## src/rtl/pkt_tx_seq.sv

```systemverilog
`default_nettype none
// ============================================================================
// Module   : pkt_tx_seq
// Purpose  : Frames raw AXI write beats into NoC flit requests (head/last,
//            size, VC) through one registered output stage.
//            Optional VC-mismatch drop/flag: define PKT_TX_SEQ_VC_CHECK_EN.
// Revision : 1.0  initial release
// ============================================================================
module pkt_tx_seq #(
    parameter int FLIT_DATA_WIDTH = 32,
    parameter int NUM_VC          = 3,
    parameter int PKT_WIDTH       = 8,
    localparam int VC_W           = (NUM_VC > 1) ? $clog2(NUM_VC) : 1
) (
    input  logic                       clk_axi,
    input  logic                       rst_axi_n,
    input  logic                       wr_valid,
    output logic                       wr_ready,
    input  logic [FLIT_DATA_WIDTH-1:0] wr_data,
    input  logic [VC_W-1:0]            wr_vc,
    input  logic [PKT_WIDTH-1:0]       wr_pkt_sz,
    output logic                       pkt_out_valid,
    input  logic                       pkt_out_ready,
    output logic                       pkt_out_req_new,
    output logic                       pkt_out_req_last,
    output logic [FLIT_DATA_WIDTH-1:0] pkt_out_flit_data,
    output logic [PKT_WIDTH-1:0]       pkt_out_pkt_sz,
    output logic [VC_W-1:0]            pkt_out_vc_id,
    output logic                       busy,
    output logic                       seq_err
);

    localparam logic [PKT_WIDTH-1:0] c_PKT_ONE = {{(PKT_WIDTH-1){1'b0}}, 1'b1};

    typedef enum logic [0:0] {
        ST_IDLE = 1'b0,
        ST_BODY = 1'b1
    } state_t;

    state_t                     state_q, state_d;
    logic [PKT_WIDTH-1:0]       rem_q, rem_d;
    logic [VC_W-1:0]            lock_vc_q, lock_vc_d;
    logic [PKT_WIDTH-1:0]       lock_sz_q, lock_sz_d;
    logic                       vld_q, vld_d;
    logic                       new_q, new_d;
    logic                       last_q, last_d;
    logic [FLIT_DATA_WIDTH-1:0] data_q, data_d;
    logic [PKT_WIDTH-1:0]       sz_q, sz_d;
    logic [VC_W-1:0]            vc_q, vc_d;

    logic w_accept;
    logic w_xfer;
    logic w_drop;
    logic w_emit;

    assign wr_ready = !vld_q || pkt_out_ready;
    assign w_accept = wr_valid && wr_ready;
    assign w_xfer   = vld_q && pkt_out_ready;
    assign w_emit   = w_accept && !w_drop;

`ifdef PKT_TX_SEQ_VC_CHECK_EN
    logic err_q, err_d;

    // Off-VC body beats are consumed but produce no flit and leave the count alone.
    assign w_drop = w_accept && (state_q == ST_BODY) && (wr_vc != lock_vc_q);
    assign err_d  = err_q || w_drop;

    always_ff @(posedge clk_axi) begin
        if (!rst_axi_n) begin
            err_q <= 1'b0;
        end else begin
            err_q <= err_d;
        end
    end

    assign seq_err = err_q;
`else
    assign w_drop  = 1'b0;
    assign seq_err = 1'b0;
`endif

    always_comb begin
        state_d   = state_q;
        rem_d     = rem_q;
        lock_vc_d = lock_vc_q;
        lock_sz_d = lock_sz_q;
        vld_d     = vld_q;
        new_d     = new_q;
        last_d    = last_q;
        data_d    = data_q;
        sz_d      = sz_q;
        vc_d      = vc_q;

        if (w_xfer) begin
            vld_d = 1'b0;
        end

        if (w_emit) begin
            vld_d  = 1'b1;
            data_d = wr_data;
            case (state_q)
                ST_IDLE: begin
                    new_d     = 1'b1;
                    sz_d      = wr_pkt_sz;
                    vc_d      = wr_vc;
                    lock_sz_d = wr_pkt_sz;
                    lock_vc_d = wr_vc;
                    if (wr_pkt_sz == '0) begin
                        last_d = 1'b1;
                    end else begin
                        last_d  = 1'b0;
                        rem_d   = wr_pkt_sz;
                        state_d = ST_BODY;
                    end
                end
                default: begin
                    new_d = 1'b0;
                    vc_d  = lock_vc_q;
                    sz_d  = lock_sz_q;
                    rem_d = rem_q - c_PKT_ONE;
                    if (rem_q == c_PKT_ONE) begin
                        last_d  = 1'b1;
                        state_d = ST_IDLE;
                    end else begin
                        last_d = 1'b0;
                    end
                end
            endcase
        end
    end

    always_ff @(posedge clk_axi) begin
        if (!rst_axi_n) begin
            state_q   <= ST_IDLE;
            rem_q     <= '0;
            lock_vc_q <= '0;
            lock_sz_q <= '0;
            vld_q     <= 1'b0;
            new_q     <= 1'b0;
            last_q    <= 1'b0;
            data_q    <= '0;
            sz_q      <= '0;
            vc_q      <= '0;
        end else begin
            state_q   <= state_d;
            rem_q     <= rem_d;
            lock_vc_q <= lock_vc_d;
            lock_sz_q <= lock_sz_d;
            vld_q     <= vld_d;
            new_q     <= new_d;
            last_q    <= last_d;
            data_q    <= data_d;
            sz_q      <= sz_d;
            vc_q      <= vc_d;
        end
    end

    assign pkt_out_valid     = vld_q;
    assign pkt_out_req_new   = new_q;
    assign pkt_out_req_last  = last_q;
    assign pkt_out_flit_data = data_q;
    assign pkt_out_pkt_sz    = sz_q;
    assign pkt_out_vc_id     = vc_q;
    assign busy              = (state_q == ST_BODY);

endmodule
`default_nettype wire

```

## config.mk

```make
export PLATFORM = sky130hd
export DESIGN_NAME = pkt_tx_seq
export DESIGN_NICKNAME = d
export VERILOG_FILES = /design/src/rtl/pkt_tx_seq.sv
export SDC_FILE = /design/constraint.sdc
export NUM_CORES = 1
export LEC_CHECK = 0
export CORE_MARGIN = 2
export CORE_UTILIZATION = 43
export CTS_BUF_LIST = sky130_fd_sc_hd__clkbuf_8
export CTS_CLUSTER_SIZE = 40
export DETAILED_ROUTE_END_ITERATION = 10
export PLACE_DENSITY = 0.88
export SYNTH_ARGS = -nofsm -noshare
export SYNTH_HDL_FRONTEND = slang
export SYNTH_SLANG_ARGS = --single-unit
```

## constraint.sdc

```tcl
create_clock -name clk_axi -period 1.9 [get_ports clk_axi]
set_input_delay 0.38 -clock clk_axi [delete_from_list [all_inputs] [get_ports clk_axi]]
set_output_delay 0.38 -clock clk_axi [all_outputs]
set_load 0.01 [all_outputs]
```

==> impl_metrics.py, run 1 <==
metrics = {
    "outcome": {
        "status": "finished clean",
    },
    "clocking": {
        "htreeDepth": 2,
        "cts_setup_buffers": 0,
        "path_clk_slew_ps": 90,
        "cts_hold_buf": 0,
        "worst_skew_pair.late_latency_ps": 310,
        "cts-root-buf": "clkbuf_8",
        "cts_buffer_depth": 2,
        "cts_tree": "done",
        "cts_inserted_buffers": 5,
        "cts.sinks": 54,
    },
    "setup_path": {
        "cp_top_family": "simple AND/OR/NAND/NOR gates",
        "cp_slowest_cell": "or4_4",
        "crit_buf_inv": 2,
        "critPathRequiredTime_ps": 2100,
        "cp_num_cells": 6,
        "cp-end-kind": "flip-flop",
        "slowest_delay_ps": 550,
        "arrival_ps": 2060,
        "worstSetupStartpointType": "input pin",
        "reg2regPathDepth": 6,
        "path_cells": "clkdlybuf4s50_1, or4_4, nor4_4, buf_4, a211oi_2, o21a_1",
        "crit_fanout": 12,
        "critical_path_class": "input pin to flip-flop",
    },
    "power": {
        "totalPowerFinal_mw": 2.48,
        "p_leak_nw": 1.25,
        "irDropWorstVdd_mv": 0.704,
        "cellPowerDensity_nw_per_um2": 744,
    },
    "yosys": {
        "synth_edf_count": 0,
        "synth_cell_types": 37,
        "synthArstFlopShare_pct": 0,
        "synth-seq-area-share_pct": 50.1,
        "synth_cells": 273,
        "synth.cell_area_um2": 2160,
        "yosysWarningCount": 0,
        "ys_seq_elements": 54,
        "avgSynthCellArea_um2": 7.91,
        "ys.flop_type": "dfxtp_1",
        "synth_nets": 321,
    },
    "finish": {
        "final_nets": 419,
        "n_fill_cell": 358,
        "antennaDiodeCount": 0,
        "final_cell_mix": "91 x clkdlybuf4s50_1, 78 x nand2_1, 54 x dfxtp_1",
        "drive_gt1_share_pct": 8.60,
        "syn_to_final_growth_pct": 54.4,
        "final_common_cell": "clkdlybuf4s50_1",
    },
    "sta": {
        "worstMarginPinSlew_ps": 552,
        "holdWs_ps": 459,
        "finalClockSkew_ps": 6.24,
        "timing.final.crit_share_pct": 97.6,
        "setup_tns_ps": 0,
        "finalHoldViolCount": 0,
        "fmax_ghz": 0.539,
        "rsz0062_at_grt": "no",
        "setup_viol": 0,
        "max_slew_margin_pct": 62.9,
        "drv_slew": 0,
        "finalCriticalPeriod_ps": 1850,
    },
    "detailed_routing": {
        "wl_per_cell_um": 14.1,
        "drtPass1Iterations": 4,
        "ant_nets": 0,
        "vias_per_cell": 5.17,
        "num_vias": 2270,
        "drcViolationCount": 0,
        "first_iter_violations": 124,
        "routed_wirelength_um": 6190,
    },
    "global_route": {
        "grt_first_pass_wirelength_um": 9900,
        "first_global_vias": 2243,
        "grt_use_total_pct": 22.9,
        "grt_start_max_net_pins": 34,
        "antenna_found_initial": 0,
        "overflow": 0,
    },
    "placed_design": {
        "dp_hpwl_um": 4500,
        "gp_congestion": 0.846,
        "io_buffers": 92,
    },
    "run": {
        "drv_cap": 0,
    },
    "worst_hold_path": {
        "whs_path_depth": 2,
        "worstHoldPathType": "flip-flop to flip-flop",
    },
    "die": {
        "start_util_pct": 45.1,
        "die-area_um2": 5600,
        "pin_count": 94,
        "die_x_um": 74.9,
        "fp.coreArea_um2": 4790,
        "num_rows": 25,
        "fp.dieH_um": 74.9,
    },
}
final timing paths:
kind	from	endpoint	slack, ps
setup / recovery	wr_pkt_sz[0]	busy	50
hold / removal	pkt_out_flit_data[6]	pkt_out_flit_data[6]	460
setup reg to reg	rem_q[0]	rem_q[6]	190
hold reg to reg	pkt_out_flit_data[6]	pkt_out_flit_data[6]	460
per-layer routing:
metal,global-route usage [%],vias to the layer above,share of wire (%),wire [um]
met3,10.6,7,10,648
li1,-,1117,-,-
met5,0,-,0,0
met2,37.6,105,48,2940
met1,27.2,1041,41,2550
met4,5.95,0,0.86,53
cell families (layout without fill, tap and decap cells):
| logic type | Yosys count | after routing | synth area share [%] |
|---|---|---|---|
| AO/OA/AOI/OAI | 83 | 83 | 21.1 |
| multiplexers | 2 | 2 | 0.985 |
| buffers and inverters | 26 | 125 | 5.10 |
| flip-flops | 54 | 54 | 50.1 |
| AND/OR/NAND/NOR | 105 | 105 | 21.4 |
| adder cells (fa/ha/maj) | 2 | 2 | 1.16 |
| other | 1 | 1 | 0.174 |
synthesized netlist by cell type, types with 2 or more instances:
| cell | instances | area share (%) |
|---|---|---|
| nor3_1 | 4 | 0.93 |
| nor2b_1 | 2 | 0.58 |
| inv_1 | 6 | 1.0 |
| dfxtp_1 | 54 | 50 |
| clkbuf_1 | 15 | 2.6 |
| nor2_1 | 9 | 1.6 |
| a21oi_1 | 52 | 12 |
| nor3b_1 | 2 | 0.70 |
| a31oi_1 | 3 | 0.87 |
| o21ai_0 | 17 | 3.9 |
| or3_1 | 4 | 1.2 |
| o21ai_1 | 2 | 0.46 |
| nand2_1 | 78 | 14 |
| ha_1 | 2 | 1.2 |
timing repair:
| item | in CTS | in global routing |
|---|---|---|
| setup endpoints to repair | 1 | 0 |
| gates resized for setup | 1 | 0 |
| hold endpoints to repair | 0 | 0 |
flip-flops by register name (all words and copies together), names as in the netlist:
register,count
busy,1
pkt_out_flit_data,32
pkt_out_pkt_sz,8
pkt_out_req_last,1
pkt_out_req_new,1
pkt_out_valid,1
pkt_out_vc_id,2
rem_q,8
layout make-up:
type                            count  area [um^2]  share of cell area [%]
Sequential cell                    54         1080                    32.4
Timing Repair Buffer              110         1070                    32.0
Tap cell                           67         83.8                    2.51
Inverter                            7         26.3                   0.788
Clock buffer                        7         96.3                    2.89
Clock inverter                      1         8.76                   0.263
Multi-Input combinational cell    193          971                    29.1
power breakdown:
part / switching (mW) / internal [mW] / total [mW]
registers: 0.0440 / 1.20 / 1.25
clock network: 0.374 / 0.335 / 0.708
logic: 0.242 / 0.282 / 0.524
total: 0.660 / 1.82 / 2.48
per-stage QoR:
| stage | cells | setup WS (ps) | instance area, um^2 | utilization [%] |
|---|---|---|---|---|
| after floorplan | 273 | 239 | 2160 | - |
| after global placement | 431 | -231 | 3230 | 67.5 |
| after detailed placement | 431 | -272 | 3230 | 67.5 |
| after CTS | 439 | 45.1 | 3330 | 69.7 |
| after global routing | 439 | 1.61 | 3330 | 69.7 |
| final | 439 | 45.6 | 3330 | 69.7 |
worst register-to-register path: stages (launching register included):
cell,delay [ps]
dfxtp_1,360
inv_1,100
ha_1,190
nor3b_1,410
a21oi_1,120
o311ai_0,280
o21ai_0,130
No activity file was read; power rests on OpenSTA's default activity.
==> run 2, diff against run 1 <==
--- a/config.mk
+++ b/config.mk
@@ -11,6 +11,7 @@
 export CTS_CLUSTER_SIZE = 40
 export DETAILED_ROUTE_END_ITERATION = 10
 export PLACE_DENSITY = 0.88
+export REMOVE_ABC_BUFFERS = 1
 export SYNTH_ARGS = -nofsm -noshare
 export SYNTH_HDL_FRONTEND = slang
 export SYNTH_SLANG_ARGS = --single-unit
==> run 2 against run 1 <==
Against the previous run:
- final area grew 0.64%
- sequential share of layout area shrank 0.21 points
- cell count shrank 0.46%
- die area is the same
- largest power group unchanged
- clock power grew 5.1%
- clock skew is essentially flat
- routed wire length shrank 9.2%
==> impl_metrics.py, run 2 (synthesis gave the netlist of run 1 again) <==
metrics = {
    "setup_path": {
        "cp-end-kind": "flip-flop",
        "crit_buf_inv": 2,
        "slowest_delay_ps": 570,
        "cp_top_family": "simple AND/OR/NAND/NOR gates",
        "worstSetupStartpointType": "input pin",
        "crit_fanout": 12,
        "cp_slowest_cell": "or4_4",
        "critical_path_class": "input pin to flip-flop",
        "arrival_ps": 2050,
        "critPathRequiredTime_ps": 2100,
        "path_cells": "clkdlybuf4s50_1, or4_4, nor4_4, buf_6, a211oi_2, o21a_1",
    },
    "finish": {
        "stdcell_area_um2": 3360,
        "final_common_cell": "clkdlybuf4s50_1",
        "syn_to_final_growth_pct": 55.4,
        "antennaDiodeCount": 0,
        "final_cell_mix": "91 x clkdlybuf4s50_1, 77 x nand2_1, 54 x dfxtp_1",
        "final_nets": 418,
        "drive_gt1_share_pct": 8.92,
        "utilization_pct": 70.1,
        "n_fill_cell": 405,
        "largest_reg_flops": 32,
    },
    "sta": {
        "drv_slew": 0,
        "setup_viol": 0,
        "rsz0062_at_grt": "no",
        "finalHoldViolCount": 0,
        "holdWs_ps": 456,
        "fmax_ghz": 0.539,
        "finalClockSkew_ps": 6.55,
        "timing.final.crit_share_pct": 97.7,
        "setup_slack_ps": 43.4,
        "max_slew_margin_pct": 59.2,
        "finalCriticalPeriod_ps": 1860,
        "worstMarginPinSlew_ps": 606,
    },
    "clocking": {
        "cts_tree": "done",
        "cts_hold_buf": 0,
        "cts.sinks": 54,
        "cts-root-buf": "clkbuf_8",
        "htreeDepth": 2,
        "path_clk_slew_ps": 90,
        "worst_skew_pair.late_latency_ps": 300,
        "cts_inserted_buffers": 5,
        "cts_buffer_depth": 2,
    },
    "power": {
        "cellPowerDensity_nw_per_um2": 748,
        "totalPowerFinal_mw": 2.51,
        "p_leak_nw": 1.26,
        "irDropWorstVdd_mv": 0.426,
    },
    "die": {
        "pin_count": 94,
        "start_util_pct": 45.1,
        "fp.coreArea_um2": 4790,
        "fp.dieH_um": 74.9,
        "die_x_um": 74.9,
        "num_rows": 25,
        "die-area_um2": 5600,
    },
    "placed_design": {
        "dp_hpwl_um": 4100,
        "io_buffers": 92,
        "place_area_um2": 3240,
        "gp_congestion": 0.919,
        "place_ws_ps": -284,
    },
    "global_route": {
        "antenna_found_initial": 0,
        "first_global_vias": 2151,
        "grt_first_pass_wirelength_um": 9140,
        "overflow": 0,
        "grt_use_total_pct": 20.8,
        "grt_start_max_net_pins": 51,
    },
    "run": {
        "drv_cap": 0,
    },
    "detailed_routing": {
        "routed_wirelength_um": 5620,
        "first_iter_violations": 101,
        "ant_nets": 0,
        "wl_per_cell_um": 12.9,
        "num_vias": 2197,
        "vias_per_cell": 5.03,
        "drtPass1Iterations": 4,
        "drcViolationCount": 0,
    },
    "worst_hold_path": {
        "worstHoldPathType": "flip-flop to flip-flop",
    },
    "outcome": {
        "status": "finished clean",
    },
}
==> run 2: worst register-to-register path: cells and delay by family, from the launching register on <==
kind	cells	cell delay [ps]
AND/OR/NAND/NOR	2	910
AO/OA/AOI/OAI	2	290
flip-flops	1	380
==> run 2: worst paths after layout <==
kind / from / endpoint / slack [ps] / cells after the start
worst max register to register: rem_q[0] / rem_q[5] / 270 / 4
worst min register to register: pkt_out_flit_data[6] / pkt_out_flit_data[6] / 460 / 2
worst min-delay path: pkt_out_flit_data[6] / pkt_out_flit_data[6] / 460 / 2
worst max-delay path: wr_pkt_sz[0] / busy / 40 / 6
==> run 2: layer usage <==
layer  GRT usage [%]  routed length (um)
met2            35.9                2850
met5               0                   0
met4            6.15                  51
met3            6.02                 371
met1            25.2                2350
==> run 2: per-stage QoR <==
step	instances	TNS, ps
floorplan	254	-3530
global placement	430	-1790
detailed placement	430	-3390
CTS	437	0
global route	437	0
finish	437	0
==> run 2: area by class of cell <==
type / count / area (um^2) / area share [%]
Clock buffer: 5 / 68.8 / 2.05
Clock inverter: 2 / 38.8 / 1.16
Inverter: 7 / 26.3 / 0.783
Multi-Input combinational cell: 193 / 981 / 29.2
Sequential cell: 54 / 1080 / 32.2
Tap cell: 67 / 83.8 / 2.50
Timing Repair Buffer: 109 / 1080 / 32.1
==> run 2: power by group <==
part	switching [mW]	leakage, nW	internal, mW	total (mW)
clock network	0.357	0.0542	0.388	0.744
logic	0.232	0.759	0.285	0.518
registers	0.0454	0.444	1.20	1.25
total	0.634	1.26	1.88	2.51
==> run 2: timing repair <==
action	CTS	global route
setup endpoints to repair	1	2
pin swaps	0	0
setup buffers	0	0
gates resized for setup	2	2
==> run 3, diff against run 2 <==
--- a/config.mk
+++ b/config.mk
@@ -5,11 +5,13 @@
 export SDC_FILE = /design/constraint.sdc
 export NUM_CORES = 1
 export LEC_CHECK = 0
+export CORE_ASPECT_RATIO = 0.9
 export CORE_MARGIN = 2
 export CORE_UTILIZATION = 43
 export CTS_BUF_LIST = sky130_fd_sc_hd__clkbuf_8
 export CTS_CLUSTER_SIZE = 40
 export DETAILED_ROUTE_END_ITERATION = 10
+export HOLD_SLACK_MARGIN = 0.15
 export PLACE_DENSITY = 0.88
 export REMOVE_ABC_BUFFERS = 1
 export SYNTH_ARGS = -nofsm -noshare
==> run 3 against run 2 <==
Against the previous run:
- register-to-register slack is essentially flat
- via count up 2.9%
- sequential power hardly changed
- worst hold slack improved by 1.4 ps
- highest routed layer unchanged
- die area is essentially flat
- maximum frequency up 2.8%
- critical path depth is the same
- clock skew barely moved
- sequential share of layout area increased by 0.084 points
==> impl_metrics.py, run 3 (synthesis gave the netlist of run 1 again) <==
metrics = {
    "setup_path": {
        "slowest_delay_ps": 460,
        "worstSetupStartpointType": "input pin",
        "critical_path_class": "input pin to flip-flop",
        "crit_fanout": 5,
        "cp_num_cells": 6,
        "cp-end-kind": "flip-flop",
        "path_cells": "clkdlybuf4s50_1, or3_1, nor4_4, buf_4, a211oi_2, o21a_1",
        "cp_top_family": "simple AND/OR/NAND/NOR gates",
        "cp_slowest_cell": "clkdlybuf4s50_1",
        "critPathRequiredTime_ps": 2110,
        "crit_buf_inv": 2,
        "reg2regPathDepth": 6,
        "arrival_ps": 2010,
    },
    "clocking": {
        "cts.sinks": 54,
        "worst_skew_pair.late_latency_ps": 300,
        "cts_inserted_buffers": 5,
        "path_clk_slew_ps": 100,
        "htreeDepth": 2,
        "cts_hold_buf": 0,
        "cts-root-buf": "clkbuf_8",
        "cts_buffer_depth": 2,
        "cts_tree": "done",
    },
    "sta": {
        "setup_tns_ps": 0,
        "setup_viol": 0,
        "finalCriticalPeriod_ps": 1810,
        "finalHoldViolCount": 0,
        "fmax_ghz": 0.554,
        "timing.final.crit_share_pct": 95.1,
        "finalClockSkew_ps": 6.85,
        "drv_slew": 0,
        "rsz0062_at_grt": "no",
    },
    "worst_hold_path": {
        "worstHoldPathType": "flip-flop to flip-flop",
        "whs_path_depth": 2,
    },
    "power": {
        "cellPowerDensity_nw_per_um2": 735,
        "p_leak_nw": 1.26,
        "irDropWorstVdd_mv": 0.463,
    },
    "global_route": {
        "overflow": 0,
        "grt_first_pass_wirelength_um": 9870,
        "grt_use_total_pct": 22.1,
        "antenna_found_initial": 0,
        "first_global_vias": 2202,
        "grt_start_max_net_pins": 32,
    },
    "detailed_routing": {
        "drtPass1Iterations": 4,
        "wl_per_cell_um": 13.7,
        "vias_per_cell": 5.15,
        "first_iter_violations": 144,
        "drcViolationCount": 0,
        "ant_nets": 0,
        "num_vias": 2261,
        "routed_wirelength_um": 6020,
    },
    "finish": {
        "utilization_pct": 69.2,
        "antennaDiodeCount": 0,
        "final_nets": 421,
        "syn_to_final_growth_pct": 55.0,
        "drive_gt1_share_pct": 9.36,
        "final_common_cell": "clkdlybuf4s50_1",
        "final_cell_mix": "91 x clkdlybuf4s50_1, 78 x nand2_1, 54 x dfxtp_1",
        "largest_reg_flops": 32,
    },
    "die": {
        "start_util_pct": 44.7,
        "num_rows": 24,
        "fp.coreArea_um2": 4830,
        "die_x_um": 78.7,
        "die-area_um2": 5610,
        "pin_count": 94,
        "fp.dieH_um": 71.2,
    },
    "outcome": {
        "status": "finished clean",
    },
    "placed_design": {
        "gp_congestion": 0.861,
        "dp_hpwl_um": 4400,
        "io_buffers": 92,
    },
    "run": {
        "drv_cap": 0,
    },
}
run 3: cell type report:
type                       count  area, um^2
fill                         388        1490
timing repair buffer         112        1080
sequential                    54        1080
multi-input combinational    193         976
clock buffer                   6        82.6
tap                           65        81.3
inverter                       7        26.3
clock inverter                 2        17.5
run 3: final timing paths:
check,slack [ps],startpoint,endpoint
hold / removal,460,pkt_out_flit_data[8],pkt_out_flit_data[8]
setup reg to reg,280,rem_q[0],rem_q[6]
setup / recovery,90,wr_pkt_sz[1],busy
hold reg to reg,460,pkt_out_flit_data[8],pkt_out_flit_data[8]
run 3: what timing repair did:
action / in CTS / in global routing
buffers inserted: 0 / 0
gates resized for setup: 1 / 1
setup endpoints to repair: 1 / 3
pin swaps: 0 / 1
run 3: stage by stage:
step | worst slack (ps) | area (um^2) | hold slack, ps | power [mW] | cells
after floorplan | -251 | 2080 | 462 | 1.48 | 254
after global placement | -225 | 3240 | 441 | 1.78 | 431
after detailed placement | -279 | 3240 | 446 | 1.80 | 431
after CTS | 41.9 | 3340 | 460 | 2.48 | 439
after global routing | 57.4 | 3350 | 480 | 2.59 | 439
final | 93.4 | 3350 | 458 | 2.46 | 439
run 3: where the power goes:
part | total, mW | switching [mW] | internal (mW) | leakage, nW
Combinational | 0.525 | 0.239 | 0.286 | 0.768
Clock | 0.683 | 0.383 | 0.301 | 0.0514
Sequential | 1.25 | 0.0459 | 1.20 | 0.444
Total | 2.46 | 0.668 | 1.79 | 1.26
run 3: per-layer routing:
metal | GRT usage (%) | routed length, um
met4 | 8.38 | 104
met2 | 37.9 | 2940
met5 | 0 | 0
met1 | 25.6 | 2460
met3 | 7.68 | 513
run 3: worst register-to-register path: stages (launching register included):
cell      delay [ps]
dfxtp_1          380
inv_1             90
ha_1             210
nor3b_2          310
a21oi_1          100
o311ai_0         280
o21ai_0          130
